## config.mk

```make
export PLATFORM = sky130hd
export DESIGN_NAME = tcp_conn_fsm_multi_flat
export DESIGN_NICKNAME = d
export VERILOG_FILES = /design/src/rtl/tcp_conn_fsm_multi_if.sv /design/src/rtl/tcp_conn_fsm_multi.sv /design/src/flat_wrapper.sv
export SDC_FILE = /design/constraint.sdc
export NUM_CORES = 1
export LEC_CHECK = 0
export CAP_MARGIN = 20
export CORE_ASPECT_RATIO = 0.8
export CORE_MARGIN = 2
export CORE_UTILIZATION = 56
export CTS_CLUSTER_SIZE = 12
export DETAILED_ROUTE_END_ITERATION = 8
export PLACE_DENSITY = 0.79
export SYNTH_ARGS = -nofsm -noshare
export SYNTH_HDL_FRONTEND = slang
export SYNTH_SLANG_ARGS = --single-unit
```

## constraint.sdc

```tcl
create_clock -name clk -period 10.2 [get_ports clk]
set_input_delay 1.02 -clock clk [delete_from_list [all_inputs] [get_ports clk]]
set_output_delay 1.02 -clock clk [all_outputs]
set_load 0.05 [all_outputs]
```

## src/rtl/tcp_conn_fsm_multi_if.sv

```systemverilog
// Event/transmit bus of the multi-connection TCP controller.
// The master drives events; the slave (controller) returns tx requests and state.
interface tcp_conn_fsm_multi_if #(
  parameter int NUM_CONN = 4,
  parameter int CONN_W   = (NUM_CONN > 1) ? $clog2(NUM_CONN) : 1
);
  logic                    evt_valid;
  logic [CONN_W-1:0]       evt_conn;
  logic [3:0]              evt_flags;
  logic [3:0]              evt_cmd;
  logic                    tx_valid;
  logic [CONN_W-1:0]       tx_conn;
  logic [3:0]              tx_flags;
  logic                    err_o;
  logic [4*NUM_CONN-1:0]   state_o;

  modport master (
    output evt_valid, evt_conn, evt_flags, evt_cmd,
    input  tx_valid, tx_conn, tx_flags, err_o, state_o
  );

  modport slave (
    input  evt_valid, evt_conn, evt_flags, evt_cmd,
    output tx_valid, tx_conn, tx_flags, err_o, state_o
  );
endinterface

```

## src/rtl/tcp_conn_fsm_multi.sv

```systemverilog
// NUM_CONN TCP connection FSMs sharing one event port; one step per cycle
// (external event, else lowest-index pending timeout), with per-connection timers.
module tcp_conn_fsm_multi #(
  parameter int NUM_CONN       = 4,
  parameter int CONN_W         = (NUM_CONN > 1) ? $clog2(NUM_CONN) : 1,
  parameter int TIMEOUT_CYCLES = 16,
  parameter int TW_CYCLES      = 32,
  parameter int TMR_W          = 16,
  parameter int MAX_RETRY      = 2
) (
  input  logic                 clk,
  input  logic                 rst_n,
  tcp_conn_fsm_multi_if.slave  bus
);
  localparam int RTY_W = (MAX_RETRY > 0) ? $clog2(MAX_RETRY + 1) : 1;

  typedef enum logic [3:0] {
    S_CLOSED = 4'd0, S_LISTEN = 4'd1, S_SYN_SENT = 4'd2, S_SYN_RCVD = 4'd3,
    S_ESTAB = 4'd4, S_FIN_WAIT_1 = 4'd5, S_FIN_WAIT_2 = 4'd6, S_CLOSE_WAIT = 4'd7,
    S_CLOSING = 4'd8, S_LAST_ACK = 4'd9, S_TIME_WAIT = 4'd10
  } state_e;

  localparam logic [3:0] F_SYN = 4'b1000;
  localparam logic [3:0] F_ACK = 4'b0100;
  localparam logic [3:0] F_FIN = 4'b0010;
  localparam logic [3:0] F_RST = 4'b0001;

  state_e              r_state [NUM_CONN];
  logic [TMR_W-1:0]    r_tmr   [NUM_CONN];
  logic [RTY_W-1:0]    r_retry [NUM_CONN];
  logic [NUM_CONN-1:0] r_armed, r_pend;
  logic                r_tx_valid;
  logic [CONN_W-1:0]   r_tx_conn;
  logic [3:0]          r_tx_flags;
  logic                r_err;

  state_e              w_nstate [NUM_CONN];
  logic [TMR_W-1:0]    w_ntmr   [NUM_CONN];
  logic [RTY_W-1:0]    w_nretry [NUM_CONN];
  logic [NUM_CONN-1:0] w_narmed, w_npend, w_exp, w_due;
  logic                w_oor, w_act, w_to;
  logic [CONN_W-1:0]   w_sel;
  state_e              w_cur, w_nxt;
  logic [RTY_W-1:0]    w_rty;
  logic [3:0]          w_fl, w_cm, w_txf;
  logic                w_reload, w_rty_inc;
  logic                w_syn, w_ack, w_fin, w_rst, w_aopn, w_popn, w_cls, w_send;

  // A timer expires in the cycle it holds 1; that cycle may already service it.
  for (genvar g = 0; g < NUM_CONN; g++) begin : g_conn
    assign w_exp[g] = r_armed[g] && (r_tmr[g] == TMR_W'(1));
    assign bus.state_o[4*g +: 4] = r_state[g];
  end
  assign w_due = r_pend | w_exp;

  always_comb begin
    w_oor = bus.evt_valid && ({1'b0, bus.evt_conn} >= (CONN_W+1)'(NUM_CONN));
    w_act = 1'b0;
    w_to  = 1'b0;
    w_sel = '0;
    if (bus.evt_valid) begin
      if (!w_oor) begin
        w_act = 1'b1;
        w_sel = bus.evt_conn;
      end
    end else begin
      for (int i = NUM_CONN - 1; i >= 0; i--) begin
        if (w_due[i]) begin
          w_act = 1'b1;
          w_to  = 1'b1;
          w_sel = CONN_W'(i);
        end
      end
    end
  end

  assign w_cur = r_state[w_sel];
  assign w_rty = r_retry[w_sel];
  assign w_fl  = w_to ? 4'b0 : bus.evt_flags;
  assign w_cm  = w_to ? 4'b0 : bus.evt_cmd;
  assign {w_syn, w_ack, w_fin, w_rst}    = w_fl;
  assign {w_aopn, w_popn, w_cls, w_send} = w_cm;

  always_comb begin
    w_nxt     = w_cur;
    w_txf     = '0;
    w_reload  = 1'b0;
    w_rty_inc = 1'b0;
    case (w_cur)
      S_CLOSED:
        if (w_aopn)      begin w_nxt = S_SYN_SENT; w_txf = F_SYN; end
        else if (w_popn) w_nxt = S_LISTEN;
      S_LISTEN:
        if (w_cls)       w_nxt = S_CLOSED;
        else if (w_send) begin w_nxt = S_SYN_SENT; w_txf = F_SYN; end
        else if (w_syn)  begin w_nxt = S_SYN_RCVD; w_txf = F_SYN | F_ACK; end
      S_SYN_SENT:
        if (w_cls) w_nxt = S_CLOSED;
        else if (w_to && (w_rty < RTY_W'(MAX_RETRY))) begin
          w_txf = F_SYN; w_reload = 1'b1; w_rty_inc = 1'b1;
        end
        else if (w_to)             begin w_nxt = S_CLOSED; w_txf = F_RST; end
        else if (w_syn && w_ack)   begin w_nxt = S_ESTAB; w_txf = F_ACK; end
        else if (w_syn)            begin w_nxt = S_SYN_RCVD; w_txf = F_SYN | F_ACK; end
      S_SYN_RCVD:
        if (w_cls)      begin w_nxt = S_FIN_WAIT_1; w_txf = F_FIN; end
        else if (w_to)  begin w_nxt = S_CLOSED; w_txf = F_RST; end
        else if (w_ack) w_nxt = S_ESTAB;
        else if (w_rst) w_nxt = S_LISTEN;
      S_ESTAB:
        if (w_cls)      begin w_nxt = S_FIN_WAIT_1; w_txf = F_FIN; end
        else if (w_fin) begin w_nxt = S_CLOSE_WAIT; w_txf = F_ACK; end
        else if (w_rst) w_nxt = S_LISTEN;
      S_FIN_WAIT_1:
        if (w_fin && w_ack) begin w_nxt = S_TIME_WAIT; w_txf = F_ACK; end
        else if (w_fin)     begin w_nxt = S_CLOSING; w_txf = F_ACK; end
        else if (w_ack)     w_nxt = S_FIN_WAIT_2;
      S_FIN_WAIT_2:
        if (w_fin) begin w_nxt = S_TIME_WAIT; w_txf = F_ACK; end
      S_CLOSE_WAIT:
        if (w_cls) begin w_nxt = S_LAST_ACK; w_txf = F_FIN; end
      S_CLOSING:
        if (w_ack) w_nxt = S_TIME_WAIT;
      S_LAST_ACK:
        if (w_ack || w_to) w_nxt = S_CLOSED;
      S_TIME_WAIT:
        if (w_to) w_nxt = S_CLOSED;
      default: w_nxt = S_CLOSED;
    endcase
  end

  // Leaving a state (or reloading) drops any pending timeout; staying keeps it.
  always_comb begin
    for (int i = 0; i < NUM_CONN; i++) begin
      w_nstate[i] = r_state[i];
      w_ntmr[i]   = r_tmr[i];
      w_nretry[i] = r_retry[i];
      w_narmed[i] = r_armed[i];
      w_npend[i]  = r_pend[i];
      if (r_armed[i]) begin
        w_ntmr[i] = r_tmr[i] - 1'b1;
        if (w_exp[i]) begin
          w_narmed[i] = 1'b0;
          w_npend[i]  = 1'b1;
        end
      end
      if (w_act && (w_sel == CONN_W'(i))) begin
        w_nstate[i] = w_nxt;
        if ((w_nxt != w_cur) || w_reload) begin
          w_npend[i] = 1'b0;
          case (w_nxt)
            S_SYN_SENT, S_SYN_RCVD, S_LAST_ACK: begin
              w_ntmr[i] = TMR_W'(TIMEOUT_CYCLES); w_narmed[i] = 1'b1;
            end
            S_TIME_WAIT: begin
              w_ntmr[i] = TMR_W'(TW_CYCLES); w_narmed[i] = 1'b1;
            end
            default: begin
              w_ntmr[i] = '0; w_narmed[i] = 1'b0;
            end
          endcase
        end
        if (w_to) w_npend[i] = 1'b0;
        if ((w_nxt == S_SYN_SENT) && ((w_cur == S_CLOSED) || (w_cur == S_LISTEN)))
          w_nretry[i] = '0;
        else if (w_rty_inc)
          w_nretry[i] = w_rty + 1'b1;
      end
    end
  end

  always_ff @(posedge clk or negedge rst_n) begin
    if (!rst_n) begin
      for (int i = 0; i < NUM_CONN; i++) begin
        r_state[i] <= S_CLOSED;
        r_tmr[i]   <= '0;
        r_retry[i] <= '0;
      end
      r_armed    <= '0;
      r_pend     <= '0;
      r_tx_valid <= 1'b0;
      r_tx_conn  <= '0;
      r_tx_flags <= '0;
      r_err      <= 1'b0;
    end else begin
      for (int i = 0; i < NUM_CONN; i++) begin
        r_state[i] <= w_nstate[i];
        r_tmr[i]   <= w_ntmr[i];
        r_retry[i] <= w_nretry[i];
      end
      r_armed    <= w_narmed;
      r_pend     <= w_npend;
      r_tx_valid <= w_act && (w_txf != 4'b0);
      r_tx_conn  <= (w_act && (w_txf != 4'b0)) ? w_sel : '0;
      r_tx_flags <= w_act ? w_txf : 4'b0;
      r_err      <= w_oor;
    end
  end

  assign bus.tx_valid = r_tx_valid;
  assign bus.tx_conn  = r_tx_conn;
  assign bus.tx_flags = r_tx_flags;
  assign bus.err_o    = r_err;
endmodule

```

## src/flat_wrapper.sv

```systemverilog
// flat-port wrapper written by rule: the top's interface ports become plain ports
module tcp_conn_fsm_multi_flat 
#(
  parameter int NUM_CONN       = 4,
  parameter int CONN_W         = (NUM_CONN > 1) ? $clog2(NUM_CONN) : 1,
  parameter int TIMEOUT_CYCLES = 16,
  parameter int TW_CYCLES      = 32,
  parameter int TMR_W          = 16,
  parameter int MAX_RETRY      = 2
)
  (clk, rst_n, bus_evt_valid, bus_evt_conn, bus_evt_flags, bus_evt_cmd, bus_tx_valid, bus_tx_conn, bus_tx_flags, bus_err_o, bus_state_o);
  tcp_conn_fsm_multi_if #(.NUM_CONN(NUM_CONN), .CONN_W(CONN_W)) bus_i ();
  input  logic clk;
  input  logic rst_n;
  input wire logic [$bits(bus_i.evt_valid)-1:0] bus_evt_valid;
  input wire logic [$bits(bus_i.evt_conn)-1:0] bus_evt_conn;
  input wire logic [$bits(bus_i.evt_flags)-1:0] bus_evt_flags;
  input wire logic [$bits(bus_i.evt_cmd)-1:0] bus_evt_cmd;
  output wire logic [$bits(bus_i.tx_valid)-1:0] bus_tx_valid;
  output wire logic [$bits(bus_i.tx_conn)-1:0] bus_tx_conn;
  output wire logic [$bits(bus_i.tx_flags)-1:0] bus_tx_flags;
  output wire logic [$bits(bus_i.err_o)-1:0] bus_err_o;
  output wire logic [$bits(bus_i.state_o)-1:0] bus_state_o;
  assign bus_i.evt_valid = bus_evt_valid;
  assign bus_i.evt_conn = bus_evt_conn;
  assign bus_i.evt_flags = bus_evt_flags;
  assign bus_i.evt_cmd = bus_evt_cmd;
  assign bus_tx_valid = bus_i.tx_valid;
  assign bus_tx_conn = bus_i.tx_conn;
  assign bus_tx_flags = bus_i.tx_flags;
  assign bus_err_o = bus_i.err_o;
  assign bus_state_o = bus_i.state_o;
  tcp_conn_fsm_multi #(.NUM_CONN(NUM_CONN), .CONN_W(CONN_W), .TIMEOUT_CYCLES(TIMEOUT_CYCLES), .TW_CYCLES(TW_CYCLES), .TMR_W(TMR_W), .MAX_RETRY(MAX_RETRY)) u_core (.clk(clk), .rst_n(rst_n), .bus(bus_i));
endmodule
```

# Yosys cells after proc, flatten, opt, wreduce, memory -nomap -nowiden

Cells that the tools add are included.

Add/subtract/negate cells: 5
$lt $le $gt $ge: 2
Eq/ne operators: 22
Muxes and demuxes: 115
Bitwise logic cells: 2
Reductions and logical operators: 26

Operators by type and width:

| kind                  | count |
|---|---|
| $mux 16               | 12 |
| $mux 4                | 39 |
| $eq 16x1->1 const B   | 4 |
| $sub 16x1->16 const B | 4 |
| $mux 1                | 47 |
| $pmux 4 s11           | 1 |
| $pmux 4 s8            | 1 |
| $mux 2                | 11 |
| $eq 4x4->1 const B    | 5 |
| $eq 4x2->1 const B    | 4 |
| $eq 4x3->1 const B    | 4 |
| $logic_and 1x1->1     | 13 |
| $pmux 6 s2            | 1 |
| $bmux 4 s2            | 1 |
| $reduce_and 2->1      | 4 |
| $bmux 2 s2            | 1 |
| $eq 2x2->1 const B    | 2 |
| $eq 4x1->1 const B    | 1 |
| $logic_not 4->1       | 1 |
| $ne 4x4->1            | 1 |
| $or 4x4->4            | 1 |
| $reduce_bool 4->1     | 1 |
| $reduce_or 4->1       | 1 |
| $ge 3x3->1 const B    | 1 |
| 9 further kinds       | 11 |

Register bits after elaboration: 103
Input port bits: 13
Word-level logic and storage cells: 189

# Depth between registers and ports, before layout

Depth in word-level cells: 23
Depth in mapped cells: 19

# Worst setup path after synthesis

No wires, ideal clock.

Path kind: reg2reg
Start: reg u_core.r_tmr[49] in the netlist's numbering
End: reg u_core.r_tmr[11] in the netlist's numbering
Setup time: 119 ps
Arrival time: 4311 ps
Data required time: 10081 ps
Setup slack: 5770 ps
Cell stages (with the launch flop): 20
Clock period less this slack: 4430 ps
Cells stage by stage: dfrtp_1 > inv_1 > ha_1 > or4b_2 > or4_1 > buf_2 > and2_4 > a41o_1 > buf_2 > nor4_4 > or2_1 > buf_6 > buf_2 > a211oi_1 > o211a_1 > a211oi_1 > a31oi_4 > a21oi_4 > buf_6 > nor2_2

RTL lines:

| element                          | RTL line                  | RTL |
|---|---|---|
| start: declaration               | tcp_conn_fsm_multi.sv:29  | `logic [TMR_W-1:0] r_tmr [NUM_CONN];` |
| start signal: indexed assignment | tcp_conn_fsm_multi.sv:188 | `r_tmr[i] <= w_ntmr[i];` |

==> results.ini <==
[run_status]
status=finished, final reports clean

[power_and_ir_drop]
peakVddDrop_uv=272
p_leak_nw=2.93
power_mw=2.69
p_per_area_nw_per_um2=391

[worst_setup_path]
slowest_delay_ps=980
crit_chain=nor4_1 > a41oi_1 > a2111oi_1 > or3_1 > a211oi_2 > a21oi_1 > o2111ai_1 > a21oi_1 > a2111oi_2 > a2bb2oi_4 > a21oi_4 > mux2i_1
path_buf_inv=0
path_depth=12
critical_path.top_delay_family=compound AO/OA/AOI/OAI gates
ff2ff_path_depth=12
critical_path_required_ps=10460
path_class=flip-flop to flip-flop
worst_ep_arrival_time_ps=6200
cp_max_fo=17
cp-end-kind=flip-flop
cp-start-kind=flip-flop
crit_path_top_delay_cell=a2111oi_1
crit_top_cell=a21oi_1

[global_routing]
grtUsageMet1_pct=39.0
antenna_found_initial=0
globalRouteMet3Util_pct=6.25
grt_pass1_vias=4829
gr-usage-met2_pct=38.8
grt_pass1_wl_mm=24.6
grt_overflow=0
grt_max_degree=66
grt.busiest_layer=met1
track_usage_pct=26.2

[clock_tree]
numCtsBuffers=9
cts_resized=0
ctsRootBufferMaster=clkbuf_16
clkTransAtPathRegs_ps=70
clock_latency_ps=340
cts_max_level=3
cts.path.max_buffers=2
cts_hold_buffers=0
cts_tree=yes
post_cts_buffers=0
cts_sinks=103

[route]
drc=0
drtAntennaViolNets=0
first_pass_iters=6
vias_per_cell=6.22
wirelength_mm=15.2
avgRoutedWirePerCell_um=18.6
first_iter_violations=553
vias=5067

[floorplan]
pin_count=37
fp.dieArea_um2=11900
row_count=34
start_util_pct=57.3
die_h_um=98.1
die_x_um=122
coreArea_um2=10800

[timing]
worst_pin_slew_ps=1090
finClkSkew_ps=6.01
hold_slack_ps=498
finalHoldViolCount=0
min_period_over_period_pct=58.2
setup_viol=0
rsz0062_at_grt=false
fin_tns_setup_ps=0
slew_violations=0
setup_ws_ps=4260
maxSlewHeadroom_pct=27.5
clock.fmax_mhz=168
min_period_ps=5940

[place]
gp_congestion=0.955
dp_slack_ps=4080
dp_hpwl_mm=10.7
place_area_um2=6570
io_buffers=35
placed_cells=799

[yosys]
syn_area_um2=6190
synth_top_cell_area_share_pct=41.6
synth_top_family_by_area=simple AND/OR/NAND/NOR gates
synth_edf_count=0
synth-async-reset-ratio_pct=100
yosysUniqueCellTypes=74
postSynthCellCount=646
synth_warnings=0
synth.largest_area_cell=dfrtp_1
avgSynthCellArea_um2=9.59
ys_ff_latch=103
ys_seq_area_share_pct=41.6
synthTopCellsByArea=dfrtp_1 (42%), xnor2_1 (6.2%), nor2_1 (4.4%)
yosys.area_share.simple_pct=24.6
synth_nets=667
synth-compound-area-share_pct=15.4
muxShareOfSynthArea_pct=4.65
synth_xor_area_share_pct=8.35
synth_fa_ha_area_share_pct=1.62
ys.flop_type=dfrtp_1

[final_layout]
final_common_cell=dfrtp_1
final_cell_area_um2=6890
fin_nets=687
seq_area_um2=2580
finalNonFillerCells=815
fillers=875
area_delta_synth_final_pct=11.3
final_cell_mix=dfrtp_1 (103), nor2_1 (73), nand2_1 (69)
diodes=0
fin_util_pct=63.8
multiInputGateArea_um2=3390
drive_gt1_share_pct=13.3

[min_path]
worst_hold_path.num_cells=1
hp-class=flip-flop to flip-flop

[job]
maxCapViolations=0

-- worst reg2reg max path: cells and delay by family, from the launching register on --
kind	cells	cell delay, ps
and+or+nand+nor	2	1150
muxes	1	270
DFF	1	430
AOI/OAI and AO/OA	9	4000
-- cell usage after synthesis, types with 11 or more instances --
cell and number:
nor3_1 24, inv_1 16, o21ai_0 12, xor2_1 15, dfrtp_1 103, nor4_1 16
clkbuf_1 11, mux2i_1 22, nand4_1 11, nand2_1 69, nand3_1 17, nor2_1 73
nor2_2 30, xnor2_1 44, a21oi_1 18
-- state kept, by name (all words and copies together), names as in the netlist --
signal               count
u_core.r_tmr            64
u_core.bus.state_o      16
u_core.r_retry           8
u_core.bus.tx_flags      4
u_core.r_armed           4
u_core.r_pend            4
u_core.bus.tx_conn       2
u_core.bus.tx_valid      1
-- worst paths after layout --
kind                                   startpoint           endpoint  slack [ps]
worst max-delay path             u_core.r_tmr[26]   u_core.r_tmr[20]        4260
worst min-delay path            u_core.r_retry[5]  u_core.r_retry[5]         500
worst max register to register   u_core.r_tmr[26]   u_core.r_tmr[20]        4260
worst min register to register  u_core.r_retry[5]  u_core.r_retry[5]         500
max in group asynchronous                   rst_n  u_core.r_retry[2]        8360
min in group asynchronous                   rst_n   u_core.r_tmr[27]         630
-- where the power goes --
part | switching, mW | total (mW) | internal [mW]
Combinational | 1.04 | 1.60 | 0.555
Sequential | 0.164 | 0.724 | 0.560
Clock | 0.150 | 0.373 | 0.223
-- routing by layer --
metal	up-vias	share of wire [%]	routed length (um)
met5	-	0	0
met4	0	2.0	301
met3	29	8.4	1280
met2	249	44	6670
met1	2449	46	6920
li1	2340	-	-
-- area by class of cell --
cell class                      count  share of cell area (%)
Inverter                           16                   0.872
Timing Repair Buffer               37                    5.27
Sequential cell                   103                    37.4
Clock buffer                       12                    3.58
Multi-Input combinational cell    499                    49.1
Tap cell                          144                    2.62
Clock inverter                      4                    1.11
-- kinds of logic after synthesis --
kind of cell / Yosys count
AO/OA/AOI/OAI: 110
XOR/XNOR: 59
adder cells (fa/ha/maj): 8
buffers and inverters: 44
flip-flops: 103
multiplexers: 28
other: 1
AND/OR/NAND/NOR: 293
Note: power is estimated with default switching activity, not from simulation.
